[src/rtl/rs_dsp_dotprod_seq.sv]
// rs_dsp_dotprod_seq
// Operand sequencer for a MULTIPLY_ACCUMULATE DSP38 wrapper with registered output.
// Streams (a, b) pairs into the DSP, counts vector elements, waits out the DSP
// latency, then captures the accumulator output into a result register.
//
// Optional feature macro: RS_DSP_SEQ_TLAST_EN (adds in_last to end a vector early).
//
// Ports:
//   clk, lreset            clock (rising edge), asynchronous active-high reset
//   in_valid/in_ready      operand pair handshake
//   in_a[19:0], in_b[17:0] multiplicand / multiplier
//   in_last                (RS_DSP_SEQ_TLAST_EN only) last element of vector
//   dsp_a, dsp_b           registered operands to the DSP
//   dsp_load_acc           registered; 0 loads the product, 1 accumulates
//   dsp_feedback           constant 3'b000
//   dsp_unsigned_a/b       constant UNSIGNED_OPS
//   dsp_z[37:0]            DSP accumulator output
//   res_valid/res_ready    result handshake
//   res_data[37:0]         registered dot-product result
module rs_dsp_dotprod_seq #(
    parameter int unsigned VEC_LEN      = 16,
    parameter int unsigned PIPE_LAT     = 1,
    parameter int unsigned UNSIGNED_OPS = 0
) (
    input  logic        clk,
    input  logic        lreset,
    input  logic        in_valid,
    output logic        in_ready,
    input  logic [19:0] in_a,
    input  logic [17:0] in_b,
`ifdef RS_DSP_SEQ_TLAST_EN
    input  logic        in_last,
`endif
    output logic [19:0] dsp_a,
    output logic [17:0] dsp_b,
    output logic        dsp_load_acc,
    output logic [2:0]  dsp_feedback,
    output logic        dsp_unsigned_a,
    output logic        dsp_unsigned_b,
    input  logic [37:0] dsp_z,
    output logic        res_valid,
    input  logic        res_ready,
    output logic [37:0] res_data
);

    typedef enum logic [1:0] {StIdle, StAccum, StDrain, StHold} state_e;

    // Count holds up to 256 elements; drain counter up to PIPE_LAT = 4.
    localparam logic [8:0] LastIdx = 9'(VEC_LEN - 1);
    localparam logic [2:0] DrainEnd = 3'(PIPE_LAT);

    state_e      state_q, state_d;
    logic [8:0]  elem_cnt_q, elem_cnt_d;
    logic [2:0]  drain_cnt_q, drain_cnt_d;
    logic [19:0] dsp_a_q, dsp_a_d;
    logic [17:0] dsp_b_q, dsp_b_d;
    logic        load_acc_q, load_acc_d;
    logic        res_valid_q, res_valid_d;
    logic [37:0] res_data_q, res_data_d;

    logic acc;
    logic last_elem;

    assign in_ready = (state_q == StIdle) || (state_q == StAccum);
    assign acc      = in_valid & in_ready;

    // elem_cnt_q is the index of the element being accepted (0 in IDLE).
`ifdef RS_DSP_SEQ_TLAST_EN
    assign last_elem = (elem_cnt_q == LastIdx) || in_last;
`else
    assign last_elem = (elem_cnt_q == LastIdx);
`endif

    always_comb begin
        state_d     = state_q;
        elem_cnt_d  = elem_cnt_q;
        drain_cnt_d = drain_cnt_q;
        res_valid_d = res_valid_q;
        res_data_d  = res_data_q;
        // Zero operands on idle cycles so the DSP adds 0 and holds its sum.
        dsp_a_d     = acc ? in_a : 20'd0;
        dsp_b_d     = acc ? in_b : 18'd0;
        load_acc_d  = 1'b1;

        unique case (state_q)
            StIdle: begin
                if (acc) begin
                    elem_cnt_d = 9'd1;
                    load_acc_d = 1'b0;
                    if (last_elem) begin
                        state_d     = StDrain;
                        drain_cnt_d = 3'd0;
                    end else begin
                        state_d = StAccum;
                    end
                end
            end
            StAccum: begin
                if (acc) begin
                    elem_cnt_d = elem_cnt_q + 9'd1;
                    if (last_elem) begin
                        state_d     = StDrain;
                        drain_cnt_d = 3'd0;
                    end
                end
            end
            StDrain: begin
                if (drain_cnt_q == DrainEnd) begin
                    res_data_d  = dsp_z;
                    res_valid_d = 1'b1;
                    state_d     = StHold;
                end else begin
                    drain_cnt_d = drain_cnt_q + 3'd1;
                end
            end
            StHold: begin
                if (res_valid_q && res_ready) begin
                    res_valid_d = 1'b0;
                    elem_cnt_d  = 9'd0;
                    state_d     = StIdle;
                end
            end
            default: state_d = StIdle;
        endcase
    end

    always_ff @(posedge clk or posedge lreset) begin
        if (lreset) begin
            state_q     <= StIdle;
            elem_cnt_q  <= 9'd0;
            drain_cnt_q <= 3'd0;
            dsp_a_q     <= 20'd0;
            dsp_b_q     <= 18'd0;
            load_acc_q  <= 1'b0;
            res_valid_q <= 1'b0;
            res_data_q  <= 38'd0;
        end else begin
            state_q     <= state_d;
            elem_cnt_q  <= elem_cnt_d;
            drain_cnt_q <= drain_cnt_d;
            dsp_a_q     <= dsp_a_d;
            dsp_b_q     <= dsp_b_d;
            load_acc_q  <= load_acc_d;
            res_valid_q <= res_valid_d;
            res_data_q  <= res_data_d;
        end
    end

    assign dsp_a          = dsp_a_q;
    assign dsp_b          = dsp_b_q;
    assign dsp_load_acc   = load_acc_q;
    assign dsp_feedback   = 3'b000;
    assign dsp_unsigned_a = (UNSIGNED_OPS != 0);
    assign dsp_unsigned_b = (UNSIGNED_OPS != 0);
    assign res_valid      = res_valid_q;
    assign res_data       = res_data_q;

endmodule

[config.mk]
export PLATFORM = sky130hd
export DESIGN_NAME = rs_dsp_dotprod_seq
export DESIGN_NICKNAME = d
export VERILOG_FILES = /design/src/rtl/rs_dsp_dotprod_seq.sv
export SDC_FILE = /design/constraint.sdc
export NUM_CORES = 1
export LEC_CHECK = 0
export CAP_MARGIN = 25
export CORE_MARGIN = 5
export CORE_UTILIZATION = 39
export CTS_BUF_LIST = sky130_fd_sc_hd__clkbuf_8
export CTS_CLUSTER_SIZE = 14
export DETAILED_ROUTE_END_ITERATION = 6
export HOLD_SLACK_MARGIN = 0.05
export PLACE_DENSITY = 0.79
export REMOVE_ABC_BUFFERS = 1
export SKIP_LAST_GASP = 1
export SLEW_MARGIN = 40
export SYNTH_ARGS = -nofsm -noshare
export SYNTH_HDL_FRONTEND = slang
export SYNTH_SLANG_ARGS = --single-unit
export TNS_END_PERCENT = 10
[constraint.sdc]
create_clock -name clk -period 2.89 [get_ports clk]
set_input_delay 0.4335 -clock clk [delete_from_list [all_inputs] [get_ports clk]]
set_output_delay 0.4335 -clock clk [all_outputs]
set_load 0.05 [all_outputs]
==> run_results.csv <==
group,metric,value,unit
global_routing,grt.overflow.total,0,
placement,dp.cells,536,
sta,rsz0062_at_grt,"false",
drt,wl_per_cell,15.60,µm
floorplan,fp.coreArea,0.009196,mm²
setup_path,crit_end,"in_ready",
sta,finalMaxSlewViolations,0,
floorplan,die-area,0.01139,mm²
finish,syn_to_final_growth,52.28,%
cts,numCtsBuffers,9,
placement,hpwl,6627,µm
sta,period_share,92.37,%
drt,drc,0,
finish,final_util,60.39,%
floorplan,ioPinCount,164,
finish,layout.cells.non_filler,552,
sta,hold_viol,0,
placement,io_buffers,158,
run,cap_violations,0,
power_and_ir_drop,p_leak,2.412,nW
cts,cts_root_buf,"clkbuf_8",
global_routing,grt_pass1_wl,13610,µm
sta,final.setup.tns,0,ps
cts,clk_latency,340,ps
drt,via_count,2662,
logic_synthesis,async_flop_share,100.0,%
drt,wl,8610,µm
power_and_ir_drop,p_per_area,1134,mW/mm²
setup_path,critPathLaunchType,"flip-flop",
outcome,outcome,"finished clean",
cts,cts_tree,"built",
setup_path,path_max_fanout,15,
sta,worstMarginPinSlew,674.5,ps
setup_path,rr_startpoint,"state_q[1]$_DFFE_PP0P_",
drt,routed_via_density,4.822,
cts,h-tree-depth,3,
sta,fmax,374.6,MHz
logic_synthesis,synth_cell_types,38,
logic_synthesis,synthFlopType,"dfrtp_1",
logic_synthesis,synthCells,275,
floorplan,row_count,35,
sta,fin_crit,2670,ps
setup_path,crit_path_end_kind,"output pin",
logic_synthesis,ys_warn_count,0,
finish,final_cell_mix,"clkdlybuf4s50_1 (158), dfrtp_1 (92), mux2_2 (41)",
drt,dr.pass1.iters,4,
setup_path,cp.arrival,2240,ps
global_routing,grt_max_degree,55,
sta,slew_headroom,54.98,%
drt,antenna_left,0,
logic_synthesis,synth_seq_area_share,63.12,%
global_routing,antenna_found_initial,0,
cts,clockBufferDepth,2,
global_routing,grt_usage,15.06,%
setup_path,crit_path_start,"state_q[1]$_DFFE_PP0P_",
setup_path,rr_worst_depth,6,
cts,post-cts-setup-buffer-count,0,
finish,layout-drive-gt1-share,14.74,%
setup_path,r2r-end,"elem_cnt_q[7]$_DFFE_PP0P_",
setup_path,worst-r2r-setup-slack,880,ps
setup_path,required,2460,ps
worst_hold_path,min_path_type,"input pin to asynchronous set/reset pin",
floorplan,die_w,106.7,µm
logic_synthesis,synth_edf_count,0,
finish,antenna_cells,0,
sta,setup_viol,0,
logic_synthesis,syn_area,0.003647,mm²
power_and_ir_drop,peakVddDrop,477.9,µV
floorplan,initial_utilization,39.66,%
finish,nets,523,
placement,gp_congestion,0.8628,
finish,final_common_cell,"clkdlybuf4s50_1",
setup_path,crit_type,"flip-flop to output pin",
global_routing,grt_pass1_vias,2756,
cts,cts.sinks,92,
drt,drt_iter0_markers,105,
logic_synthesis,syn_avg_cell_area,13.26,µm²
logic_synthesis,synth_seq_cells,92,
sta,fin_skew,13.58,ps
cts,clk_pin_slew,100,ps
floorplan,die_height,106.7,µm
==> per-layer routing <==
| layer | vias up | GRT usage [%] | wire (µm) |
|---|---|---|---|
| met1 | 1272 | 17.79 | 3528 |
| met3 | 13 | 6.201 | 951 |
| met2 | 139 | 24.42 | 3964 |
| met5 | - | 0 | 0 |
| li1 | 1238 | - | - |
| met4 | 0 | 6.027 | 166 |
==> sequential cells by signal (all words and copies together), names as in the netlist <==
signal	flops
res_valid	1
res_data	38
dsp_b	18
dsp_load_acc	1
drain_cnt_q	3
elem_cnt_q	9
dsp_a	20
state_q	2
==> critical path, cell delays in order (launching register included) <==
cell and delay [ps]:
dfrtp_1 440, inv_1 130, ha_2 350, nor2_1 110
inv_1 60, clkdlybuf4s50_1 790
==> cell families after synthesis <==
| logic type | share of synthesized area, % |
|---|---|
| DFF | 63.12 |
| and+or+nand+nor | 13.00 |
| muxes | 13.48 |
| AOI/OAI and AO/OA | 4.940 |
| buffers and inverters | 2.710 |
| adders and majority gates | 2.401 |
| other | 0.1028 |
| xor gates and xnor gates | 0.2402 |
==> through the flow <==
stage          total power [mW]  cell area, µm²  setup slack [ps]  hold slack, ps
2_1_floorplan             4.257            3586             64.54           457.1
3_3_place_gp              5.392            5343             535.4           472.3
3_5_place_dp              5.472            5343             457.8           482.6
4_1_cts                   6.375            5552             57.48           495.6
5_1_grt                   6.618            5554             100.4           530.0
6_report                  6.296            5554             220.5           492.5
==> layout make-up <==
cell class	count	area, µm²
Sequential cell	92	2302
Fill cell	781	3642
Multi-Input combinational cell	166	1264
Inverter	6	23.77
Timing Repair Buffer	161	1617
Tap cell	111	138.9
Clock inverter	6	71.32
Clock buffer	10	137.6
==> synth_stat cells (4+ instances only) <==
cell type / instances / area, µm²
o21ai_0: 8 / 40.04
dfrtp_1: 92 / 2302
mux2_2: 41 / 461.7
inv_1: 6 / 22.52
nand2_1: 13 / 48.80
a21oi_1: 5 / 25.02
buf_4: 5 / 37.54
nor2b_1: 5 / 31.28
ha_1: 7 / 87.58
clkbuf_1: 6 / 22.52
o211ai_1: 4 / 30.03
nor2_1: 6 / 22.52
and2_1: 39 / 244.0
==> how the worst min path moves through the flow <==
stage	to	start	slack (ps)
after floorplan	elem_cnt_q[1]$_DFFE_PP0P_	elem_cnt_q[1]$_DFFE_PP0P_	460
after global placement	elem_cnt_q[1]$_DFFE_PP0P_	elem_cnt_q[1]$_DFFE_PP0P_	470
after detailed placement	elem_cnt_q[1]$_DFFE_PP0P_	elem_cnt_q[1]$_DFFE_PP0P_	480
after CTS	res_data[13]$_DFFE_PP0N_	lreset	500
after global routing	res_data[21]$_DFFE_PP0N_	res_data[21]$_DFFE_PP0N_	530
final	res_data[30]$_DFFE_PP0N_	lreset	490
==> where the power goes <==
group | switching (mW) | internal, mW | leakage, nW
Clock | 0.450 | 0.433 | 0.105
Combinational | 2.17 | 1.27 | 1.15
Sequential | 0.226 | 1.74 | 1.16
==> repair_timing <==
item | CTS | global route
hold buffers | 0 | 0
setup endpoints to repair | 0 | 1
hold endpoints to repair | 0 | 0
gates resized for setup | 0 | 1
(Power assumes the default switching activity.)
